`config.mk`:
```
export PLATFORM = sky130hd
export DESIGN_NAME = phase_seq_monitor
export DESIGN_NICKNAME = d
export VERILOG_FILES = /design/src/rtl/phase_mon_pkg.sv /design/src/rtl/sat_counter.sv /design/src/rtl/phase_seq_monitor.sv
export SDC_FILE = /design/constraint.sdc
export NUM_CORES = 1
export LEC_CHECK = 0
export BUFFER_PORTS_ARGS = -buffer_cell sky130_fd_sc_hd__buf_2
export CAP_MARGIN = 20
export CORE_AREA = 3 3 72 60
export CTS_CLUSTER_SIZE = 28
export DETAILED_ROUTE_END_ITERATION = 10
export DIE_AREA = 0 0 75 63
export SYNTH_ARGS = -nofsm -noshare
export SYNTH_HDL_FRONTEND = slang
export SYNTH_HIERARCHICAL = 1
export SYNTH_SLANG_ARGS = --single-unit
```
`constraint.sdc`:
```
create_clock -name clk -period 1.5 [get_ports clk]
set_input_delay 0.075 -clock clk [delete_from_list [all_inputs] [get_ports clk]]
set_output_delay 0.075 -clock clk [all_outputs]
set_load 0.03 [all_outputs]
```
`src/rtl/phase_mon_pkg.sv`:
```
// Shared types and helpers for the phase-code sequence monitor.
package phase_mon_pkg;

  typedef logic [1:0] phase_t;

  // Upstream generator emits PH_A -> PH_B -> PH_C -> PH_D -> PH_A ...
  localparam phase_t PH_A = 2'b01;
  localparam phase_t PH_B = 2'b10;
  localparam phase_t PH_C = 2'b11;
  localparam phase_t PH_D = 2'b00;

  typedef enum logic [1:0] {
    IDLE = 2'b00,
    ACQ  = 2'b01,
    LOCK = 2'b10
  } state_t;

  // Legal successor of a phase code.
  function automatic phase_t succ(input phase_t p);
    return p + 2'd1;
  endfunction

endpackage

```
`src/rtl/sat_counter.sv`:
```
// Saturating up-counter with synchronous clear; an increment beats a clear.
module sat_counter #(
  parameter int unsigned W = 4
) (
  input  logic         clk_i,
  input  logic         rst_i,
  input  logic         inc_i,
  input  logic         clr_i,
  output logic [W-1:0] cnt_o
);

  logic [W-1:0] cnt_d, cnt_q;

  // Next count: inc with clr restarts at one, otherwise saturate at all-ones.
  always_comb begin
    cnt_d = cnt_q;
    if (inc_i) begin
      if (clr_i) begin
        cnt_d = W'(1);
      end else if (cnt_q != '1) begin
        cnt_d = cnt_q + W'(1);
      end
    end else if (clr_i) begin
      cnt_d = '0;
    end
  end

  // Count register.
  always_ff @(posedge clk_i or posedge rst_i) begin
    if (rst_i) begin
      cnt_q <= '0;
    end else begin
      cnt_q <= cnt_d;
    end
  end

  assign cnt_o = cnt_q;

endmodule

```
`src/rtl/phase_seq_monitor.sv`:
```
// Monitors a 2-bit phase-code stream: acquires lock after LOCK_LEN good
// transitions, counts completed frames (11 -> 00) and violations while locked.
module phase_seq_monitor
  import phase_mon_pkg::*;
#(
  parameter int unsigned LOCK_LEN = 4,
  parameter int unsigned CNT_W    = 8,
  parameter int unsigned ERR_W    = 4
) (
  input  logic             clk,
  input  logic             rst,
  input  logic [1:0]       phase,
  input  logic             clr,
  output logic             locked,
  // 'expect' is a reserved word; this carries the code expected on the next sample.
  output logic [1:0]       expect_ph,
  output logic             frame_done,
  output logic [CNT_W-1:0] frame_cnt,
  output logic             err_sticky,
  output logic [ERR_W-1:0] err_cnt
);

  localparam logic [3:0] LockLen = 4'(LOCK_LEN);

  state_t           state_d, state_q;
  phase_t           prev_d, prev_q;
  logic [3:0]       run_cnt_d, run_cnt_q;
  logic             locked_d, locked_q;
  phase_t           expect_d, expect_q;
  logic             frame_done_d, frame_done_q;
  logic [CNT_W-1:0] frame_cnt_d, frame_cnt_q;
  logic             err_sticky_d, err_sticky_q;

  logic good;
  logic frame;
  logic viol;

  // Classify the current sample against the previous one.
  always_comb begin
    good  = (phase == succ(prev_q));
    viol  = (state_q == LOCK) && !good;
    frame = (state_q == LOCK) && good && (phase == PH_D);
  end

  // Next-state and registered-output computation.
  always_comb begin
    state_d      = state_q;
    run_cnt_d    = run_cnt_q;
    prev_d       = phase;
    expect_d     = succ(phase);
    frame_done_d = frame;
    frame_cnt_d  = frame_cnt_q;
    err_sticky_d = err_sticky_q;

    unique case (state_q)
      IDLE: begin
        state_d   = ACQ;
        run_cnt_d = '0;
      end
      ACQ: begin
        if (good) begin
          if (run_cnt_q + 4'd1 >= LockLen) begin
            state_d   = LOCK;
            run_cnt_d = '0;
          end else begin
            run_cnt_d = run_cnt_q + 4'd1;
          end
        end else begin
          run_cnt_d = '0;
        end
      end
      LOCK: begin
        if (!good) begin
          state_d   = ACQ;
          run_cnt_d = '0;
        end
      end
      default: begin
        state_d   = IDLE;
        run_cnt_d = '0;
      end
    endcase

    locked_d = (state_d == LOCK);

    // Events win over a coincident clear.
    if (frame) begin
      frame_cnt_d = clr ? CNT_W'(1) : frame_cnt_q + CNT_W'(1);
    end else if (clr) begin
      frame_cnt_d = '0;
    end

    if (viol) begin
      err_sticky_d = 1'b1;
    end else if (clr) begin
      err_sticky_d = 1'b0;
    end
  end

  // State and output registers.
  always_ff @(posedge clk or posedge rst) begin
    if (rst) begin
      state_q      <= IDLE;
      prev_q       <= PH_D;
      run_cnt_q    <= '0;
      locked_q     <= 1'b0;
      expect_q     <= PH_A;
      frame_done_q <= 1'b0;
      frame_cnt_q  <= '0;
      err_sticky_q <= 1'b0;
    end else begin
      state_q      <= state_d;
      prev_q       <= prev_d;
      run_cnt_q    <= run_cnt_d;
      locked_q     <= locked_d;
      expect_q     <= expect_d;
      frame_done_q <= frame_done_d;
      frame_cnt_q  <= frame_cnt_d;
      err_sticky_q <= err_sticky_d;
    end
  end

  sat_counter #(
    .W (ERR_W)
  ) u_err_cnt (
    .clk_i (clk),
    .rst_i (rst),
    .inc_i (viol),
    .clr_i (clr),
    .cnt_o (err_cnt)
  );

  assign locked     = locked_q;
  assign expect_ph  = expect_q;
  assign frame_done = frame_done_q;
  assign frame_cnt  = frame_cnt_q;
  assign err_sticky = err_sticky_q;

endmodule

```
# Yosys cells after proc, flatten, opt, wreduce, memory -nomap -nowiden
# Index checks and enable logic that the tools add are counted.
[classes] addsub=5 mul=0 div=0 n_lt_le_gt_ge=1 eq_ne=6 n_shift=0 mux=17 bitwise=0 reduce_logical=10
[op_table] op="2-to-1 mux 4 bit" n=7
[op_table] op="2-to-1 mux 8 bit" n=3
[op_table] op="adder 4 x 1 -> 4 bit (second input constant)" n=2
[op_table] op="adder 8 x 1 -> 8 bit (second input constant)" n=1
[op_table] op="one-hot mux 4 bit (2 select lines)" n=1
[op_table] op="2-to-1 mux 2 bit" n=3
[op_table] op="one-hot mux 2 bit (3 select lines)" n=1
[op_table] op="nonzero test 2 bit" n=3
[op_table] op="adder 2 x 1 -> 2 bit (second input constant)" n=2
[op_table] op="equality test 2 bit (second input constant)" n=2
[op_table] op=">= comparator 4 x 3 -> 1 bit (second input constant)" n=1
[op_table] op="zero test 2 bit" n=2
[op_table] op="!= test 4 bit (second input constant)" n=1
[op_table] op="logical AND 1 bit" n=3
[op_table] op="equality test 2 x 1 -> 1 bit (second input constant)" n=1
[op_table] op="equality test 2 bit" n=1
[op_table] op="2-to-1 mux 1 bit" n=2
[op_table] op="!= test 2 bit (second input constant)" n=1
[op_table] op="AND reduction 2 bit" n=1
[op_table] op="zero test 1 bit" n=1
[totals] reg_bits=25 latch_bits=0 ram_bits=0 mem_bits_ro=0 input_bits=5 out_inout_bits=17 word_cells=48 memories=0

# Logic depth before layout (Yosys ltp)
# Gate-level depths: netlist of the first run.
[logic_depth] depth_word=6 ltp_mapped=6 mapped_depth_nobuf=6

# Modules after synthesis
# Netlist of the first run, hierarchy kept.
[modules_own_cells] mod="phase_seq_monitor" instances=1 cells_per_inst=94 area_per_inst_um2=1009.7 seq_area_each_um2=526.8
[modules_own_cells] mod="sat_counter" instances=1 cells_per_inst=22 area_per_inst_um2=221.5 seq_area_each_um2=100.1

# Least setup slack after synthesis of the first run
# Ideal clock, no wire load.
[synth_timing] kind="reg-to-reg" startpoint="register prev_q[1]" endpoint="register frame_cnt_q[7], in the netlist frame_cnt[7]" setup_ns=0.078 arrival_time_ns=1.599 required_ns=1.422 path_slack_ns=-0.176 path_stages_with_launch=5 n_path_buf=0 synth_period_minus_slack_ns=1.676 cell_sequence="dfrtp_1 -> xnor2_2 -> mux2_4 -> or4_1 -> a21oi_1"
[synth_via] elab_chain_cells=5 word_cells_on_any_way=6 cone_classes="add/sub (1); eq/ne (1); mux (1); reduce/logical (3)"
[synth_rtl] item="start: declaration" line="phase_seq_monitor.sv:26" source="phase_t prev_d, prev_q;"
[synth_rtl] item="start signal: assignment" line="phase_seq_monitor.sv:113" source="prev_q <= prev_d;"
[synth_rtl] item="adder 2 x 1 -> 2 bit *" line="phase_mon_pkg.sv:20" source="return p + 2'd1;"
[synth_rtl] item="equality test 2 bit *" line="phase_seq_monitor.sv:40" source="good = (phase == succ(prev_q));"
[synth_rtl] item="logical AND 1 bit * (2 in series)" line="phase_seq_monitor.sv:42" source="frame = (state_q == LOCK) && good && (phase == PH_D);"
[synth_rtl] item="2-to-1 mux 8 bit / nonzero test 2 bit (equally long branches)"
[synth_rtl] item="end signal: assignment" line="phase_seq_monitor.sv:118" source="frame_cnt_q <= frame_cnt_d;"
[synth_rtl] item="end: declaration" line="phase_seq_monitor.sv:31" source="logic [CNT_W-1:0] frame_cnt_d, frame_cnt_q;"
# Mark *: on every way between the ends. The rest lies on a longest branch, timed or not.
# A chain may end at the register's enable or synchronous reset.

# Worst setup path after layout of the first run
[layout_timing] startpoint="register prev_q[0]" endpoint="register frame_cnt_q[7], in the netlist frame_cnt[7]"
# The elaborated chain is that of the path after synthesis.

==> metrics.txt, run 1 <==
final clock skew slightly below 0.002 ns; portion of total power attributed to sequential cells roughly 56%; Worst IR Drop VDD 0.507 mV; Die H 63 um; sequential fraction of the synthesis area 50.9%; status finished, violations left; row count 20; cell accounting for the most synthesized area sky130_fd_sc_hd__dfrtp_1; GP Congestion ~0.8; clock buffer depth 2; power share of the clock group about a third; syn_area_per_cell between 10 and 15 sq um; count of maximum capacitance violations 0; worst setup slack for register-to-register paths -0.16 ns; routed vias/inst 5.29; register area 631 sq um; number of antenna violations at the first check in global routing 0; area occupied by multi-input gates 696 sq um; remaining antenna violation count 0; proportion of synthesized area in mux cells under 10%; violations in the final reports negative setup slack; number of register bits inferred by synthesis 25; synthesized area 0.00123 sq mm; width of the chip about 75 um; largest net degree at the start of global routing 18; sum of overflow across all layers after global routing 0; share of the clock period used by the worst path 110%; Synth warnings 6; logic gate share of total power between 10% and 20%; post-synthesis simple-gate area fraction 23.3%; synthesized net count around 130; total length of routed wires between 3000 and 4000 um; synthesis-to-finish area growth 39.9%; compound-gate portion of the synthesized area between 10% and 20%; Total Die Area 0.00473 sq mm; ratio of cells with drive above 1 in the final layout 42.8%; cell leakage power between 0.7 and 0.8 nW; clock latency on the worst-skew pair approximately 0.27 ns; max frequency ~600 MHz; CTS Buf Count 3; met3 Use GR 4.50%; detailed-router iteration count before antenna repair 4; antenna fix cells 0; WS Path Type flip-flop to flip-flop; biggest area contributors in the synthesized netlist sky130_fd_sc_hd__dfrtp_1, sky130_fd_sc_hd__ha_1, sky130_fd_sc_hd__nand2b_1; clock-pin slew reported for the worst setup and hold paths after clock tree synthesis 0.09 ns; Non-Filler Cell Area, Final approximately 0.0017 sq mm; routing usage on met2 ~23%; clock period minus worst slack roughly 1.7 ns; Worst Max-Slew Pin Slew approximately 0.38 ns; critical path capture point type flip-flop; switching fraction of total power 24.2%; dominant combinational cell family by area after synthesis simple AND/OR/NAND/NOR gates; clock root cell sky130_fd_sc_hd__clkbuf_8; fillers roughly 360; class of the most critical hold timing path input pin to flip-flop; Floorplan Core Area 0.00373 sq mm; required time of the critical path ~1.7 ns; post-synthesis share of cell area spent on full adders, half adders and majority gates just over 4%; area share of the largest cell type after synthesis around 50%; average wire per standard cell ~15 um; area of placed instances roughly 0.0015 sq mm; Data arrival, critical path between 1.5 and 2 ns; total internal power 0.944 mW; global-route total usage across every layer 13.5%; leading cell types in the layout, fill and taps excluded sky130_fd_sc_hd__dfrtp_1, sky130_fd_sc_hd__buf_2, sky130_fd_sc_hd__buf_4; Post-DP HPWL 2090 um; residual DRC count 0; count of endpoints failing hold in the final timing report 0; I/O pin count 22; CTS HTree Levels 1; RSZ-0062 raised after global routing true; busiest grt layer met2; number of DRC markers after the initial detailed-route iteration 62; final setup fails 12; parity-gate share of the synthesized area counting xor and xnor cells between 2 and 2.5%; total number of vias ~1100; total power per unit cell area approximately 720 mW/mm^2; worst hold margin 0.0442 ns; number of distinct standard cells referenced by the synthesized netlist 39; Initial Utilization about a third; startpoint kind of the worst setup timing path flip-flop; CTS sink count 25; CTS tree done; number of nets in the layout 169; number of global-route vias before repair 1123; Max-slew headroom 74.5%; fin worst setup slack -0.156 ns; global routing usage on met1 between 10% and 20%; switching power of the nets 0.302 mW; maximum fanout along the worst path 4; final total negative setup slack -1.19 ns; count of buffers from port buffering 21; Final Max Slew Viols 0; Gate Count Post-Synth between 100 and 150; wire length of the first global-routing pass ~5100 um
[state kept, by name, indices dropped and copies added (netlist names)]
register	flops
u_err_cnt/cnt_o	4
err_sticky	1
expect_ph	2
frame_cnt	8
prev_q	2
state_q	2
run_cnt_q	4
locked	1
frame_done	1
[worst paths after layout]
| kind | start | end | cells past startpoint |
|---|---|---|---|
| setup / recovery | prev_q[0]$_DFF_PP0_ | frame_cnt[7]$_DFFE_PP0P_ | 4 |
| hold / removal | phase[0] | expect_ph[0]$_DFF_PP1_ | 2 |
| setup reg to reg | prev_q[0]$_DFF_PP0_ | frame_cnt[7]$_DFFE_PP0P_ | 4 |
| hold reg to reg | err_sticky$_DFFE_PP0P_ | err_sticky$_DFFE_PP0P_ | 2 |
| max in group asynchronous | rst | expect_ph[0]$_DFF_PP1_ | 4 |
| min in group asynchronous | rst | u_err_cnt/cnt_o[1]$_DFFE_PP0P_ | 3 |
[power by group through the flow]
stage | Sequential [mW] | Clock, mW | Combinational (mW)
after floorplan | 0.716 | 0 | 0.0558
after global placement | 0.708 | 0 | 0.105
after detailed placement | 0.708 | 0 | 0.109
after CTS | 0.695 | 0.409 | 0.125
after global routing | 0.698 | 0.442 | 0.156
final | 0.697 | 0.405 | 0.143
[Yosys cell counts]
cell type / n
sky130_fd_sc_hd__nor2_1: 5
sky130_fd_sc_hd__nor3_1: 2
sky130_fd_sc_hd__and3b_1: 1
sky130_fd_sc_hd__or3_1: 4
sky130_fd_sc_hd__dfstp_2: 1
sky130_fd_sc_hd__buf_2: 1
sky130_fd_sc_hd__xnor2_1: 1
sky130_fd_sc_hd__nand4_1: 2
sky130_fd_sc_hd__nand3_1: 2
sky130_fd_sc_hd__mux2_4: 1
sky130_fd_sc_hd__nand3b_1: 1
sky130_fd_sc_hd__ha_1: 4
sky130_fd_sc_hd__a31oi_1: 2
sky130_fd_sc_hd__or4_1: 2
sky130_fd_sc_hd__xnor2_2: 1
sky130_fd_sc_hd__o31a_1: 1
sky130_fd_sc_hd__a32oi_1: 1
sky130_fd_sc_hd__a21oi_1: 8
sky130_fd_sc_hd__o21a_1: 1
sky130_fd_sc_hd__nor3_2: 1
sky130_fd_sc_hd__o31ai_1: 3
sky130_fd_sc_hd__nand2_1: 6
sky130_fd_sc_hd__nand2b_1: 8
sky130_fd_sc_hd__and2_1: 1
sky130_fd_sc_hd__a21boi_0: 1
sky130_fd_sc_hd__and3_1: 4
sky130_fd_sc_hd__clkbuf_1: 1
sky130_fd_sc_hd__and4_2: 1
sky130_fd_sc_hd__a211oi_1: 1
sky130_fd_sc_hd__or2b_1: 1
sky130_fd_sc_hd__dfrtp_1: 24
sky130_fd_sc_hd__o21ai_0: 4
sky130_fd_sc_hd__inv_1: 7
sky130_fd_sc_hd__nor2b_1: 3
sky130_fd_sc_hd__mux2_2: 1
sky130_fd_sc_hd__nand4b_1: 1
sky130_fd_sc_hd__o22ai_1: 1
sky130_fd_sc_hd__mux2i_1: 4
sky130_fd_sc_hd__nor4bb_1: 2
[logic make-up (layout without fill, tap and decap cells)]
logic type / count (synthesis) / count (layout)
AND/OR/NAND/NOR: 47 / 47
flip-flops: 25 / 25
AO/OA/AOI/OAI: 23 / 23
buffers and inverters: 9 / 52
multiplexers: 6 / 6
adder cells (fa/ha/maj): 4 / 4
XOR/XNOR: 2 / 2
[per-stage QoR]
step	power (mW)	utilization, %	setup WS [ns]	cells
2_1_floorplan	0.771	-	-0.102	116
3_3_place_gp	0.813	39.8	-0.0815	191
3_5_place_dp	0.817	39.8	-0.216	191
4_1_cts	1.23	43.6	-0.144	201
5_1_grt	1.30	46.2	-0.235	203
6_report	1.25	46.2	-0.156	203
[critical path: stages (launching register included)]
cell and delay (ns):
sky130_fd_sc_hd__dfrtp_2 0.45, sky130_fd_sc_hd__or2b_1 0.25, sky130_fd_sc_hd__mux2_4 0.29, sky130_fd_sc_hd__or4_4 0.48, sky130_fd_sc_hd__a21oi_2 0.12
[repair_timing]
| item | in CTS | in global routing |
|---|---|---|
| pin swaps | 2 | 8 |
| buffers inserted | 3 | 2 |
| hold buffers | 3 | 0 |
| endpoints found under the setup margin | 13 | 17 |
| endpoints found under the hold margin | 15 | 0 |
| resized for setup | 11 | 19 |
[cell type report]
type	count	share of cell area, %
Clock buffer	4	2.61
Inverter	7	1.53
Multi-Input combinational cell	82	40.4
Sequential cell	25	36.6
Tap cell	44	3.20
Timing Repair Buffer	41	15.7
[per-layer routing]
metal / wire length [um] / part of all wire [%]
met5: 0 / 0
met1: 1200 / 39
met4: 62 / 2.0
met3: 177 / 5.7
met2: 1670 / 54
Note: power is estimated with default switching activity, not from simulation.
==> run 2, diff against run 1 <==
--- a/config.mk
+++ b/config.mk
@@ -8,6 +8,7 @@
 export BUFFER_PORTS_ARGS = -buffer_cell sky130_fd_sc_hd__buf_2
 export CAP_MARGIN = 20
 export CORE_AREA = 3 3 72 60
+export CTS_BUF_LIST = sky130_fd_sc_hd__clkbuf_8
 export CTS_CLUSTER_SIZE = 28
 export DETAILED_ROUTE_END_ITERATION = 10
 export DIE_AREA = 0 0 75 63
==> metrics.txt, run 2 (same netlist as run 1, synthesis figures left out) <==
count of placed standard cells in the final layout, fillers left out about 200; clock buffer depth 2; total internal power 0.937 mW; Data arrival, critical path 1.86 ns; clock-pin slew reported for the worst setup and hold paths after clock tree synthesis roughly 0.09 ns; row count 20; critical path capture point type flip-flop; CTS tree done; CTS sink count 25; final setup fails 12; power share of the clock group roughly a third; detailed-router iteration count before antenna repair 4; post-route total power ~1.2 mW; count of buffers from port buffering 21; Floorplan Core Area roughly 0.0037 sq mm; largest net degree at the start of global routing 18; WS Path Type flip-flop to flip-flop; required time of the critical path roughly 1.7 ns; leading cell types in the layout, fill and taps excluded sky130_fd_sc_hd__dfrtp_1, sky130_fd_sc_hd__buf_2, sky130_fd_sc_hd__buf_4; I/O pin count 22; Post-DP HPWL roughly 2100 um; Initial Utilization ~33%; average wire per standard cell 15.3 um; class of the most critical hold timing path input pin to flip-flop; Max-slew headroom between 70% and 80%; final total negative setup slack -1.19 ns; share of the clock period used by the worst path 110%; status finished, violations left; max FFs per register 8; residual DRC count 0; GP Congestion 0.784; sum of overflow across all layers after global routing 0; CTS Buf Count 3; cell leakage power 0.797 nW; wire length of the first global-routing pass 5060 um; Total Die Area between 0.004 and 0.005 sq mm; Placed Cells incl. Taps approximately 190; Die H 63 um; portion of total power attributed to sequential cells 56.2%; total power per unit cell area ~720 mW/mm^2; maximum fanout along the worst path 4; CTS HTree Levels 1; switching power of the nets ~0.30 mW; clock root cell sky130_fd_sc_hd__clkbuf_8; total length of routed wires about 3100 um; clock latency on the worst-skew pair 0.27 ns; routed vias/inst about 5.3; Final Max Slew Viols 0; width of the chip 75 um; total number of vias 1074; area of placed instances between 0.001 and 0.0015 sq mm; worst setup slack for register-to-register paths -0.16 ns; share of the core filled with cells 46.2%; number of DRC markers after the initial detailed-route iteration 62; fin worst setup slack -0.156 ns; worst hold margin between 0.04 and 0.05 ns; count of endpoints failing hold in the final timing report 0; number of nets in the layout between 150 and 200; startpoint kind of the worst setup timing path flip-flop; switching fraction of total power approximately 24%; count of maximum capacitance violations 0; RSZ-0062 raised after global routing true; antenna fix cells 0; Worst IR Drop VDD 0.507 mV; setup slack after placement -0.216 ns; remaining antenna violation count 0; violations in the final reports negative setup slack; Non-Filler Cell Area, Final around 0.0017 sq mm; Worst Max-Slew Pin Slew about 0.38 ns; ratio of cells with drive above 1 in the final layout a little over two fifths; max frequency approximately 600 MHz; clock period minus worst slack around 1.7 ns; number of antenna violations at the first check in global routing 0; synthesis-to-finish area growth 39.9%; number of global-route vias before repair about 1100; final clock skew 0.00223 ns; global-route total usage across every layer about 13%; logic gate share of total power 11.6%
[run 2: area by class of cell]
cell class / instances / area, sq um
Tap cell: 44 / 55.1
Fill cell: 356 / 2010
Sequential cell: 25 / 631
Inverter: 7 / 26.3
Timing Repair Buffer: 41 / 270
Clock inverter: 1 / 3.75
Clock buffer: 3 / 41.3
Multi-Input combinational cell: 82 / 696
[run 2: worst paths after layout]
| kind | from | end | cells past startpoint |
|---|---|---|---|
| worst max-delay path | prev_q[0]$_DFF_PP0_ | frame_cnt[7]$_DFFE_PP0P_ | 4 |
| worst max register to register | prev_q[0]$_DFF_PP0_ | frame_cnt[7]$_DFFE_PP0P_ | 4 |
| min in group asynchronous | rst | u_err_cnt/cnt_o[1]$_DFFE_PP0P_ | 3 |
| worst min-delay path | phase[0] | expect_ph[0]$_DFF_PP1_ | 2 |
| worst min register to register | err_sticky$_DFFE_PP0P_ | err_sticky$_DFFE_PP0P_ | 2 |
| max in group asynchronous | rst | expect_ph[0]$_DFF_PP1_ | 4 |
[run 2: critical path, cell delays in order (launching register included)]
cell and delay (ns):
sky130_fd_sc_hd__dfrtp_2 0.45, sky130_fd_sc_hd__or2b_1 0.25, sky130_fd_sc_hd__mux2_4 0.29, sky130_fd_sc_hd__or4_4 0.48, sky130_fd_sc_hd__a21oi_2 0.12
[run 2: what timing repair did]
action,CTS,global route
setup endpoints to repair,13,17
pin swaps,2,8
buffers inserted,3,2
hold buffers,3,0
resized for setup,11,19
cloned,0,0
hold endpoints to repair,15,0
[run 2: metal layers]
metal	up-vias	GRT usage [%]	share of wire (%)
met1	528	16.0	39
met2	34	22.6	54
met3	8	4.50	5.7
met4	0	3.78	2.0
met5	-	0	0
li1	504	-	-
[run 2: power by group through the flow]
stage                     clock network [mW]  registers, mW  logic, mW
after floorplan                            0          0.716     0.0558
after global placement                     0          0.708      0.105
after detailed placement                   0          0.708      0.109
after CTS                              0.403          0.695      0.125
after global routing                   0.435          0.698      0.156
final                                  0.399          0.697      0.143
